## config.mk

```make
export PLATFORM = sky130hd
export DESIGN_NAME = bus_select_encoder_flat
export DESIGN_NICKNAME = d
export VERILOG_FILES = /design/src/rtl/cpu_bus_pkg.sv /design/src/rtl/bus_select_encoder_if.sv /design/src/rtl/rr_priority_pick.sv /design/src/rtl/bus_select_encoder.sv /design/src/flat_wrapper.sv
export SDC_FILE = /design/constraint.sdc
export NUM_CORES = 1
export LEC_CHECK = 0
export ABC_AREA = 1
export CORE_AREA = 2 2 71 73
export CTS_CLUSTER_DIAMETER = 50
export DETAILED_ROUTE_END_ITERATION = 10
export DIE_AREA = 0 0 73 75
export GPL_TIMING_DRIVEN = 0
export HOLD_SLACK_MARGIN = 0.03
export PLACE_DENSITY = 0.59
export SYNTH_ARGS = -nofsm -noshare
export SYNTH_HDL_FRONTEND = slang
export SYNTH_SLANG_ARGS = --single-unit
```

## constraint.sdc

```tcl
create_clock -name clk -period 2.3 [get_ports clk]
set_clock_uncertainty 0.1 [all_clocks]
set_input_delay 0.23 -clock clk [delete_from_list [all_inputs] [get_ports clk]]
set_output_delay 0.23 -clock clk [all_outputs]
set_load 0.02 [all_outputs]
```

## src/rtl/cpu_bus_pkg.sv

```systemverilog
// Shared constants for the bus select encoder.
// Arbitration modes and the no-select code helper.
package cpu_bus_pkg;

  localparam int MODE_STRICT = 0;
  localparam int MODE_PRIO   = 1;
  localparam int MODE_RR     = 2;

  // All-ones code of width w, never a legal source index.
  function automatic int nosel_of(input int w);
    return (1 << w) - 1;
  endfunction

endpackage

```

## src/rtl/bus_select_encoder_if.sv

```systemverilog
// Request/result handshake bundle of the bus select encoder.
// master drives requests, slave is the encoder.
interface bus_select_encoder_if #(
  parameter int N_SRC = 24,
  parameter int IDX_W = $clog2(N_SRC + 1),
  parameter int CNT_W = 8
);

  logic             in_valid;
  logic             in_ready;
  logic [N_SRC-1:0] req;
  logic             out_valid;
  logic             out_ready;
  logic [IDX_W-1:0] sel;
  logic             none;
  logic             multi;
  logic [CNT_W-1:0] err_cnt;

  modport master (
    output in_valid, req, out_ready,
    input  in_ready, out_valid, sel,
    input  none, multi, err_cnt
  );

  modport slave (
    input  in_valid, req, out_ready,
    output in_ready, out_valid, sel,
    output none, multi, err_cnt
  );

endinterface

```

## src/rtl/rr_priority_pick.sv

```systemverilog
// Circular first-set-bit search starting at a given index.
// Purely combinational; wraps modulo N.
module rr_priority_pick #(
  parameter int N  = 24,
  parameter int IW = 5
) (
  input  logic [N-1:0]  vec,
  input  logic [IW-1:0] start,
  output logic [IW-1:0] idx,
  output logic          found
);

  logic [IW:0] pos;

  // Walk offsets high to low so the smallest offset wins last.
  always_comb begin
    idx   = '0;
    found = 1'b0;
    pos   = '0;
    for (int k = N - 1; k >= 0; k--) begin
      pos = {1'b0, start} + (IW+1)'(k);
      if (pos >= (IW+1)'(N))
        pos = pos - (IW+1)'(N);
      if (vec[pos[IW-1:0]]) begin
        idx   = pos[IW-1:0];
        found = 1'b1;
      end
    end
  end

endmodule

```

## src/rtl/bus_select_encoder.sv

```systemverilog
// Encodes a source request vector into a registered select index
// with one-hot, fixed-priority or round-robin arbitration.
module bus_select_encoder
  import cpu_bus_pkg::*;
#(
  parameter int N_SRC = 24,
  parameter int IDX_W = $clog2(N_SRC + 1),
  parameter int MODE  = 1,
  parameter int CNT_W = 8
) (
  input logic clk,
  input logic clr,
  bus_select_encoder_if.slave bus
);

  localparam logic [IDX_W-1:0] NOSEL = IDX_W'(nosel_of(IDX_W));
  localparam logic [IDX_W-1:0] LAST  = IDX_W'(N_SRC - 1);

  logic             valid_q;
  logic [IDX_W-1:0] sel_q;
  logic             none_q;
  logic             multi_q;
  logic [CNT_W-1:0] err_q;
  logic [IDX_W-1:0] rr_q;

  logic             ready;
  logic             accept;
  logic             zero;
  logic             many;
  logic             found;
  logic [IDX_W-1:0] rr_next;
  logic [IDX_W-1:0] start;
  logic [IDX_W-1:0] pick;
  logic [IDX_W-1:0] nxt_sel;
  logic             nxt_none;
  logic             nxt_multi;

  assign ready  = !valid_q || bus.out_ready;
  assign accept = bus.in_valid && ready;

  assign zero = (bus.req == '0);
  assign many = |(bus.req & (bus.req - N_SRC'(1)));

  assign rr_next = (rr_q == LAST) ? '0 : rr_q + IDX_W'(1);
  assign start   = (MODE == MODE_RR) ? rr_next : '0;

  rr_priority_pick #(
    .N  (N_SRC),
    .IW (IDX_W)
  ) u_pick (
    .vec   (bus.req),
    .start (start),
    .idx   (pick),
    .found (found)
  );

  // Strict mode rejects multi-hot; other modes grant and flag it.
  always_comb begin
    nxt_sel   = NOSEL;
    nxt_none  = 1'b1;
    nxt_multi = 1'b0;
    unique case (1'b1)
      zero: ;
      (MODE == MODE_STRICT) && many:
        nxt_multi = 1'b1;
      default: begin
        nxt_sel   = pick;
        nxt_none  = 1'b0;
        nxt_multi = many;
      end
    endcase
  end

  always_ff @(posedge clk or posedge clr) begin
    if (clr) begin
      valid_q <= 1'b0;
      sel_q   <= NOSEL;
      none_q  <= 1'b1;
      multi_q <= 1'b0;
      err_q   <= '0;
      rr_q    <= LAST;
    end else begin
      if (accept) begin
        valid_q <= 1'b1;
        sel_q   <= nxt_sel;
        none_q  <= nxt_none;
        multi_q <= nxt_multi;
      end else if (bus.out_ready) begin
        valid_q <= 1'b0;
      end
      if (accept && nxt_multi && err_q != '1)
        err_q <= err_q + CNT_W'(1);
      if (MODE == MODE_RR && accept && found)
        rr_q <= pick;
    end
  end

  assign bus.in_ready  = ready;
  assign bus.out_valid = valid_q;
  assign bus.sel       = sel_q;
  assign bus.none      = none_q;
  assign bus.multi     = multi_q;
  assign bus.err_cnt   = err_q;

endmodule

```

## src/flat_wrapper.sv

```systemverilog
// flat-port wrapper written by rule: the top's interface ports become plain ports
module bus_select_encoder_flat import cpu_bus_pkg::*;
#(
  parameter int N_SRC = 24,
  parameter int IDX_W = $clog2(N_SRC + 1),
  parameter int MODE  = 1,
  parameter int CNT_W = 8
)
  (clk, clr, bus_in_valid, bus_req, bus_out_ready, bus_in_ready, bus_out_valid, bus_sel, bus_none, bus_multi, bus_err_cnt);
  bus_select_encoder_if #(.N_SRC(N_SRC), .IDX_W(IDX_W), .CNT_W(CNT_W)) bus_i ();
  input logic clk;
  input logic clr;
  input wire logic [$bits(bus_i.in_valid)-1:0] bus_in_valid;
  input wire logic [$bits(bus_i.req)-1:0] bus_req;
  input wire logic [$bits(bus_i.out_ready)-1:0] bus_out_ready;
  output wire logic [$bits(bus_i.in_ready)-1:0] bus_in_ready;
  output wire logic [$bits(bus_i.out_valid)-1:0] bus_out_valid;
  output wire logic [$bits(bus_i.sel)-1:0] bus_sel;
  output wire logic [$bits(bus_i.none)-1:0] bus_none;
  output wire logic [$bits(bus_i.multi)-1:0] bus_multi;
  output wire logic [$bits(bus_i.err_cnt)-1:0] bus_err_cnt;
  assign bus_i.in_valid = bus_in_valid;
  assign bus_i.req = bus_req;
  assign bus_i.out_ready = bus_out_ready;
  assign bus_in_ready = bus_i.in_ready;
  assign bus_out_valid = bus_i.out_valid;
  assign bus_sel = bus_i.sel;
  assign bus_none = bus_i.none;
  assign bus_multi = bus_i.multi;
  assign bus_err_cnt = bus_i.err_cnt;
  bus_select_encoder #(.N_SRC(N_SRC), .IDX_W(IDX_W), .MODE(MODE), .CNT_W(CNT_W)) u_core (.clk(clk), .clr(clr), .bus(bus_i));
endmodule
```

==> flow_metrics.py <==
metrics = {
    "run_status": {
        "status": "completed",
    },
    "route": {
        "wl_met2_mm": 1.59,
        "drc_errors": 0,
        "postRouteAntennaNets": 0,
        "dr_wl_met3_um": 169,
        "vias_per_cell": 4.55,
        "wl_met1_mm": 1.68,
        "detail_route.first_pass.iterations": 4,
        "drt-initial-drc-count": 78,
        "wl_per_cell_um": 10.7,
        "top_layer_used": "met4",
        "vias": 1484,
        "routed_wl_mm": 3.49,
    },
    "layout": {
        "layout-drive-gt1-share": 0.173,
        "synthToLayoutAreaGrowth_pct": 51.4,
        "register_area_um2": 408,
        "antennaDiodeCount": 0,
        "multi_input_area_um2": 855,
        "nets": 302,
        "fillerInstances": 484,
    },
    "sta": {
        "worstMarginPinSlew_ps": 595,
        "setup_slack_ps": 159,
        "rsz0062_at_grt": "false",
        "fin_crit_ps": 2140,
        "setup-tns-final_ps": 0,
        "max-slew-margin-rel": 0.603,
        "fmax_mhz": 467,
        "hold_violations": 0,
        "setup_viol": 0,
        "fin_crit_sh": 0.931,
        "maxSlewViolCount": 0,
    },
    "global_routing": {
        "antenna_found_initial": 0,
        "gr-total-overflow": 0,
        "track_usage": 0.126,
        "grt_pass1_vias": 1320,
        "grt_max_degree": 17,
        "grt_pass1_wl_mm": 5.64,
    },
    "flow_run": {
        "max-cap-violations": 0,
    },
    "synth": {
        "avgSynthCellArea_um2": 6.34,
        "yosys_warnings": 0,
        "ys_types": 27,
        "seq_area_frac_synth": 0.299,
        "syn-cell-area_um2": 1360,
        "ys_ff_latch": 16,
        "syn_nets": 244,
        "syn_inst": 215,
    },
    "setup_path": {
        "path_common_cell": "nor2_2",
        "critPathMaxFanout": 5,
        "slowest_stage": "clkdlybuf4s50_1",
        "worstPathRequired_ps": 2330,
        "arrival_ps": 2170,
        "path_class": "in2reg",
        "cp-end-kind": "flip-flop",
        "critPathLaunchType": "input port",
        "crit_chain": "clkdlybuf4s50_1, nor2_2, nand2_1, nor2_4, nand2_2, o21ai_1, nand4_1, nor2_2, nand4_4, nand3_4, nor2_2, xor2_1",
        "critical_path.max_stage_delay_ps": 480,
    },
    "pwr": {
        "p_sw_uw": 412,
        "swShare": 0.369,
        "p_leak_nw": 1.03,
        "ir_drop_mv": 0.624,
        "p_comb_frac": 0.438,
        "clock_power_share": 0.190,
        "pwr-share-seq": 0.373,
        "p_int_uw": 704,
        "power.density_nw_per_um2": 541,
    },
    "clock_tree": {
        "cts_buffer_depth": 2,
        "cts_buffers": 3,
        "clkSlewWorstSetupHoldPaths_ps": 60,
        "cts.hold.buffers_added": 0,
        "cts_tree": "done",
        "cts_sinks": 16,
        "cts_root_buffer": "clkbuf_8",
        "worstSkewPairLatency_ps": 250,
        "htree_num_levels": 1,
    },
    "worst_hold_path": {
        "hold_path.class": "in2reg",
    },
    "floorplan": {
        "fp.coreArea_um2": 4660,
        "dieArea_um2": 5480,
        "start_util": 0.292,
        "die_h_um": 75,
        "die_w_um": 73,
        "io_pins": 45,
        "rows": 25,
    },
    "placement": {
        "dp_hpwl_mm": 2.72,
        "place_ws_ps": -280,
        "portBuffers": 44,
        "place_congestion": 0.834,
    },
}
sequential cells by signal (all words and copies together) (netlist names):
register              count
u_core.bus.sel            5
u_core.bus.multi          1
u_core.bus.out_valid      1
u_core.bus.err_cnt        8
u_core.bus.none           1
area by class of cell:
| cell class | instances | share of cell area |
|---|---|---|
| Buffer | 1 | 0.00182 |
| Clock buffer | 4 | 0.0218 |
| Inverter | 43 | 0.0782 |
| Multi-Input combinational cell | 156 | 0.414 |
| Sequential cell | 16 | 0.198 |
| Tap cell | 54 | 0.0327 |
| Timing Repair Buffer | 52 | 0.253 |
cells in the mapped netlist:
master | number | area share
a211oi_1 | 1 | 0.0055
a211oi_2 | 1 | 0.0092
a21oi_1 | 9 | 0.033
clkbuf_1 | 1 | 0.0028
dfrtp_1 | 10 | 0.18
dfstp_2 | 6 | 0.12
ha_1 | 1 | 0.0092
inv_1 | 39 | 0.11
inv_2 | 4 | 0.011
nand2_1 | 60 | 0.17
nand2_4 | 1 | 0.0083
nand3_1 | 6 | 0.022
nand3_2 | 1 | 0.0073
nand3_4 | 1 | 0.013
nand4_1 | 8 | 0.037
nand4_2 | 1 | 0.0092
nor2_1 | 25 | 0.069
nor2_2 | 6 | 0.028
nor2_4 | 3 | 0.025
nor3_1 | 2 | 0.0073
nor4_1 | 2 | 0.0092
o21ai_0 | 13 | 0.048
o21ai_1 | 5 | 0.018
o311ai_0 | 1 | 0.0064
o31ai_1 | 1 | 0.0055
xnor2_1 | 3 | 0.019
xor2_1 | 4 | 0.026
metal layers:
metal	vias up	track usage
li1	792	-
met1	652	0.170
met2	36	0.214
met3	4	0.0147
met4	0	0.0370
met5	-	0
critical path: cells and delay by family:
kind | cells | cell delay (ps)
simple gates | 9 | 1190
buf+inv | 1 | 480
compound gates | 1 | 130
xor+xnor | 1 | 130
layout by cell type, fill, tap and decap left out, drive strengths merged, types with 8 or more instances in the layout:
cell / netlist / final
a21oi: 9 / 9
buf: 0 / 8
clkdlybuf4s50: 0 / 35
dfrtp: 10 / 10
dlymetal6s2s: 0 / 9
inv: 43 / 43
nand2: 61 / 61
nand3: 8 / 9
nand4: 9 / 9
nor2: 34 / 34
o21ai: 18 / 18
cell families after synthesis:
kind of cell	share of synthesized area
compound gates	0.126
xor+xnor	0.0450
fa+ha+maj	0.00918
simple gates	0.399
flops	0.299
buf+inv	0.121
path summary, 6_finish.rpt:
path                       slack [ps]                  start  cells after the start                     to
max                               160             bus_req[8]                     12  u_core.bus.err_cnt[6]
min                               200             bus_req[0]                      4      u_core.bus.sel[0]
max reg2reg                       730  u_core.bus.err_cnt[1]                      7  u_core.bus.err_cnt[6]
min reg2reg                       370        u_core.bus.none                      2        u_core.bus.none
max in group asynchronous        1460                    clr                      2  u_core.bus.err_cnt[4]
min in group asynchronous         250                    clr                      2  u_core.bus.err_cnt[7]
power by group through the flow:
stage / Clock [mW] / Sequential (mW) / Combinational (mW)
finish: 0.212 / 0.416 / 0.488
global route: 0.234 / 0.427 / 0.537
CTS: 0.223 / 0.416 / 0.481
detailed placement: 0 / 0.418 / 0.477
global placement: 0 / 0.422 / 0.474
floorplan: 0 / 0.480 / 0.189
per-stage QoR:
| stage | instances | utilization | total power, mW | hold WS (ps) | cell area, um2 |
|---|---|---|---|---|---|
| floorplan | 215 | - | 0.669 | 39.4 | 1360 |
| global placement | 313 | 0.401 | 0.896 | 357 | 1870 |
| detailed placement | 313 | 0.401 | 0.895 | 367 | 1870 |
| CTS | 317 | 0.412 | 1.12 | 280 | 1920 |
| global route | 326 | 0.443 | 1.20 | 215 | 2060 |
| finish | 326 | 0.443 | 1.12 | 197 | 2060 |
repair_timing:
| action | in CTS | in global routing |
|---|---|---|
| gates resized for setup | 2 | 22 |
| pin swaps | 0 | 14 |
| setup endpoints to repair | 1 | 9 |
| buffers inserted | 0 | 8 |
| endpoints found under the hold margin | 0 | 0 |
| gates cloned | 0 | 1 |
No activity file was read; power rests on OpenSTA's default activity.
